===== src/rtl/tx_pkg.sv =====
// Shared definitions for the 8-bit serial transmitter.
//   tx_state_t : FSM state encoding (IDLE=0, START=1, DATA=2, STOP=3)
//   FRAME_BITS : bits per frame (start + 8 data + stop)
package tx_pkg;

  typedef enum logic [1:0] {
    IDLE  = 2'd0,
    START = 2'd1,
    DATA  = 2'd2,
    STOP  = 2'd3
  } tx_state_t;

  localparam int unsigned FRAME_BITS = 10;

endpackage


===== src/rtl/shift_reg_8b.sv =====
// 8-bit right-shifting register holding the byte being serialised.
//   clk   : clock, rising edge
//   rst   : synchronous active-high clear
//   load  : capture d (wins over shift)
//   shift : shift right by one, zero fill
//   d     : parallel load value
//   q     : register contents; q[0] is the current data bit
module shift_reg_8b (
  input  logic       clk,
  input  logic       rst,
  input  logic       load,
  input  logic       shift,
  input  logic [7:0] d,
  output logic [7:0] q
);

  always_ff @(posedge clk) begin
    if (rst) begin
      q <= '0;
    end else if (load) begin
      q <= d;
    end else if (shift) begin
      q <= {1'b0, q[7:1]};
    end
  end

endmodule


===== src/rtl/serial_tx_8b.sv =====
// Byte-to-serial transmitter: 1 start bit (0), 8 data bits LSB first,
// 1 stop bit (1), each CLKS_PER_BIT clock cycles long.
//   clk     : clock, rising edge
//   rst     : synchronous active-high reset
//   in_val  : upstream byte valid
//   in_rdy  : block idle, byte accepted when in_val is also high
//   in_data : byte to send, captured on the accept edge
//   tx      : registered serial line, idles high
//   busy    : frame in progress
//   done    : one-cycle pulse in the first idle cycle after a frame
module serial_tx_8b
  import tx_pkg::*;
#(
  parameter int unsigned CLKS_PER_BIT = 4
) (
  input  logic       clk,
  input  logic       rst,
  input  logic       in_val,
  output logic       in_rdy,
  input  logic [7:0] in_data,
  output logic       tx,
  output logic       busy,
  output logic       done
);

  localparam logic [7:0] LAST_CNT = 8'(CLKS_PER_BIT - 1);

  tx_state_t  state, state_nx;
  logic [7:0] cnt, cnt_nx;
  logic [2:0] idx, idx_nx;
  logic       tx_nx, done_nx;
  logic       bit_end, load, shift;
  logic [7:0] q;
  logic       unused_q_hi;

  shift_reg_8b u_sr (
    .clk   (clk),
    .rst   (rst),
    .load  (load),
    .shift (shift),
    .d     (in_data),
    .q     (q)
  );

  // Upper shift-register bits only feed the shift chain.
  assign unused_q_hi = ^q[7:2];

  assign in_rdy  = (state == IDLE);
  assign busy    = (state != IDLE);
  assign load    = in_val && in_rdy;
  assign bit_end = (cnt == LAST_CNT);

  always_comb begin
    state_nx = state;
    cnt_nx   = cnt;
    idx_nx   = idx;
    shift    = 1'b0;
    done_nx  = 1'b0;
    case (state)
      IDLE: begin
        cnt_nx = '0;
        idx_nx = '0;
        if (in_val) state_nx = START;
      end
      START: begin
        if (bit_end) begin
          state_nx = DATA;
          cnt_nx   = '0;
        end else begin
          cnt_nx = cnt + 8'd1;
        end
      end
      DATA: begin
        if (bit_end) begin
          shift  = 1'b1;
          cnt_nx = '0;
          if (idx == 3'd7) begin
            state_nx = STOP;
            idx_nx   = '0;
          end else begin
            idx_nx = idx + 3'd1;
          end
        end else begin
          cnt_nx = cnt + 8'd1;
        end
      end
      STOP: begin
        if (bit_end) begin
          state_nx = IDLE;
          cnt_nx   = '0;
          done_nx  = 1'b1;
        end else begin
          cnt_nx = cnt + 8'd1;
        end
      end
      default: begin
        state_nx = IDLE;
        cnt_nx   = '0;
        idx_nx   = '0;
      end
    endcase

    // tx is registered from the next state so it lines up with state.
    // On a shift edge the bit that becomes q[0] is the current q[1].
    case (state_nx)
      START:   tx_nx = 1'b0;
      DATA:    tx_nx = shift ? q[1] : q[0];
      default: tx_nx = 1'b1;
    endcase
  end

  always_ff @(posedge clk) begin
    if (rst) begin
      state <= IDLE;
      cnt   <= '0;
      idx   <= '0;
      tx    <= 1'b1;
      done  <= 1'b0;
    end else begin
      state <= state_nx;
      cnt   <= cnt_nx;
      idx   <= idx_nx;
      tx    <= tx_nx;
      done  <= done_nx;
    end
  end

endmodule

===== config.mk =====
export PLATFORM = sky130hd
export DESIGN_NAME = serial_tx_8b
export DESIGN_NICKNAME = d
export VERILOG_FILES = /design/src/rtl/tx_pkg.sv /design/src/rtl/shift_reg_8b.sv /design/src/rtl/serial_tx_8b.sv
export SDC_FILE = /design/constraint.sdc
export NUM_CORES = 1
export LEC_CHECK = 0
export CAP_MARGIN = 40
export CORE_AREA = 2 2 63 65
export DETAILED_ROUTE_END_ITERATION = 16
export DIE_AREA = 0 0 65 67
export PLACE_DENSITY = 0.52
export SYNTH_ARGS = -nofsm -noshare
export SYNTH_HDL_FRONTEND = slang
export SYNTH_SLANG_ARGS = --single-unit

===== constraint.sdc =====
create_clock -name clk -period 4 [get_ports clk]
set_clock_uncertainty 0.15 [all_clocks]
set_input_delay 0.8 -clock clk [delete_from_list [all_inputs] [get_ports clk]]
set_output_delay 0.8 -clock clk [all_outputs]
set_load 0.1 [all_outputs]

==> impl_results.md <==
- Sequential area share after synthesis: 44.6%
- Peak VDD IR: between 0.15 and 0.2 mV
- Clock sinks: 23
- Hold depth: 2
- Fin crit share: about two thirds
- Tmin final: between 2 and 3 ns
- Reg2Reg Setup Slack: 2.06 ns
- Slew headroom: 60.4%
- Synth unique cells: 29
- Status: finished clean
- Syn Inst Count: 120
- Commonest non-fill, non-tap cell in the layout: dfxtp_1
- Cell Area, Synth: between 1000 and 1500 um2
- Worst Tran Pin Value: around 0.59 ns
- FMAX: approximately 380 MHz
- Worst Hold Path EP: u_sr.q[7]$_SDFFE_PP0P_
- Final Setup Violations: 0
- Number of port buffers: 14
- Critical-path top delay cell: clkdlybuf4s50_1
- Crit-path max cell delay: between 0.5 and 0.6 ns
- # Post-CTS Setup Buffers: 0
- Die width: ~65 um
- Gr ovfl total: 0
- Root buf cell: clkbuf_8
- Post-DP HPWL: about 1500 um
- FF-to-FF path depth: 5
- Vias: around 900
- # hold bufs at CTS: 0
- CTS H-tree depth: 1
- Total die area: between 4000 and 5000 um2
- IO Count: 15
- YS warnings: 0
- GRT Total Usage: roughly 10%
- Number of global-route vias before repair: 830
- FF+latch count, synth: 23
- Hold Vio Cnt, Final: 0
- Post_cts resized: 0
- 1st-pass router iterations: 4
- Share of layout cells above drive strength 1: under 10%
- Clk_lat worst skew: between 0.2 and 0.3 ns
- Type of the worst setup path: reg -> out
- Hold Startpoint: u_sr.q[7]$_SDFFE_PP0P_
- Post-DRT Antenna Nets: 0
- Ant. Diodes: 0
- Via/cell ratio: approximately 4.9
- Initial Utilization: 28.6%
- Area delta synth->final: 24.6%
- Syn_nets: 134
- Routed len/inst: 10.5 um
- Most frequent cells in the layout: dfxtp_1, nand2_1, nor2_1
- Clk buf depth: 2
- Num rows: 22
- First-pass GRT wire length: about 3400 um
- Worst setup margin: around 1.4 ns
- CP cell instances: nor2_1 > inv_1 > clkdlybuf4s50_1 > buf_8
- RSZ-0062 raised after global routing: false
- Critical R2R Capture: u_sr.q[6]$_SDFFE_PP0P_
- Nets@finish: 150
- Initial drt markers: 4
- Core area: 3610 um2
- Max-cap violations: 0
- Avg Cell Area, Syn: around 8.6 um2
- Place WS: around 1.5 ns
- Hold crit path type: reg -> reg
- Placer Congestion: 0.717
- Final Slew Violations: 0
- DRC: 0
- CTS Buf Count: 3
- Worst r2r src: cnt[0]$_SDFF_PP0_
- Initial antenna violation count: 0
- Critical Path RT: just over 3 ns
- WP data arrival: around 1.7 ns
- CTS clk-pin slew, worst paths: about 0.080 ns
- Critical Path Fanout Max: 9
- Total negative slack: 0 ns
- PwrDens: 341 nW/um2
- P_leak: 0.485 nW
- Startpoint types: register
- CTS tree: yes
- Drt total wl: roughly 1900 um
- Die height: roughly 67 um
- Largest net degree at the start of global routing: 18
- CP endpoint kind: output port
-- flip-flops by register name, indices dropped and copies added (netlist names) --
register,cells
u_sr.q,8
cnt,8
done,1
tx,1
idx,3
state,2
-- cells in the mapped netlist --
| cell type | instances | area, um2 |
|---|---|---|
| a2111oi_0 | 1 | 8.76 |
| a31oi_1 | 1 | 6.26 |
| ha_1 | 3 | 37.5 |
| inv_1 | 3 | 11.3 |
| nor2b_1 | 3 | 18.8 |
| or3_1 | 1 | 6.26 |
| buf_2 | 3 | 15.0 |
| clkbuf_1 | 2 | 7.51 |
| and2_2 | 1 | 7.51 |
| buf_6 | 1 | 11.3 |
| a41oi_1 | 2 | 17.5 |
| nor3_1 | 2 | 10.0 |
| a21o_2 | 1 | 8.76 |
| a21oi_1 | 4 | 20.0 |
| nand3_1 | 7 | 35.0 |
| nor3b_2 | 1 | 12.5 |
| xnor2_1 | 2 | 17.5 |
| xor2_1 | 5 | 43.8 |
| and2_1 | 1 | 6.26 |
| and3_2 | 1 | 7.51 |
| nand4_1 | 1 | 6.26 |
| o21ai_0 | 3 | 15.0 |
| nor2_1 | 18 | 67.6 |
| a21boi_0 | 1 | 7.51 |
| and3_1 | 2 | 12.5 |
| nor4_4 | 1 | 21.3 |
| dfxtp_1 | 23 | 460 |
| a311oi_1 | 7 | 61.3 |
| nand2_1 | 19 | 71.3 |
-- routing by layer --
metal / vias to the layer above / track usage, % / share of wire [%] / wire, um
li1: 448 / - / - / -
met1: 437 / 11.9 / 47 / 899
met2: 15 / 17.8 / 49 / 934
met3: 2 / 1.01 / 3.5 / 67
met4: 0 / 3.99 / 0.63 / 12
met5: - / 0 / 0 / 0
-- worst max-delay path: cells and delay by family (launching register included) --
family                 cells  cell delay [ns]
buffers and inverters      3             0.80
DFF                        1             0.47
and+or+nand+nor            1             0.16
-- cells by family after synthesis --
family	after synthesis	share of synthesized area (%)
AO/OA/AOI/OAI	20	14.1
AND/OR/NAND/NOR	58	27.4
XOR/XNOR	7	5.94
buffers and inverters	9	4.36
adder cells (fa/ha/maj)	3	3.64
flip-flops	23	44.6
-- how the worst max path moves through the flow --
stage | from | to | slack, ns
after global placement | state[1]$_SDFF_PP0_ | busy | 1.28
final | state[1]$_SDFF_PP0_ | busy | 1.36
after detailed placement | rst | cnt[0]$_SDFF_PP0_ | 1.52
after CTS | state[1]$_SDFF_PP0_ | busy | 1.36
after global routing | state[1]$_SDFF_PP0_ | busy | 1.26
after floorplan | state[1]$_SDFF_PP0_ | busy | 0.29
-- report_power, final --
part / internal (mW) / switching (mW) / total [mW]
combinational: 0.0238 / 0.0338 / 0.0577
sequential: 0.237 / 0.00510 / 0.242
clock: 0.0708 / 0.0672 / 0.138
total: 0.332 / 0.106 / 0.438
-- area by class of cell --
class / count / area (um2)
fillers: 369 / 2320
multi-input cells: 88 / 527
flip-flops and latches: 23 / 460
repair buffers: 17 / 183
well taps: 48 / 60.1
clock buffers: 4 / 45.0
inverters: 3 / 11.3
-- metrics by stage --
stage                     utilization [%]  hold slack [ns]  std cells  instance area (um2)  power, mW
after global placement               33.2            0.294        176                 1200      0.300
final                                35.7            0.320        183                 1290      0.438
after CTS                            35.7            0.323        183                 1290      0.446
after floorplan                         -            0.276        120                 1030      0.283
after global routing                 35.7            0.351        183                 1290      0.460
after detailed placement             34.4            0.311        179                 1240      0.305
Power figures use the tool's default switching activity.
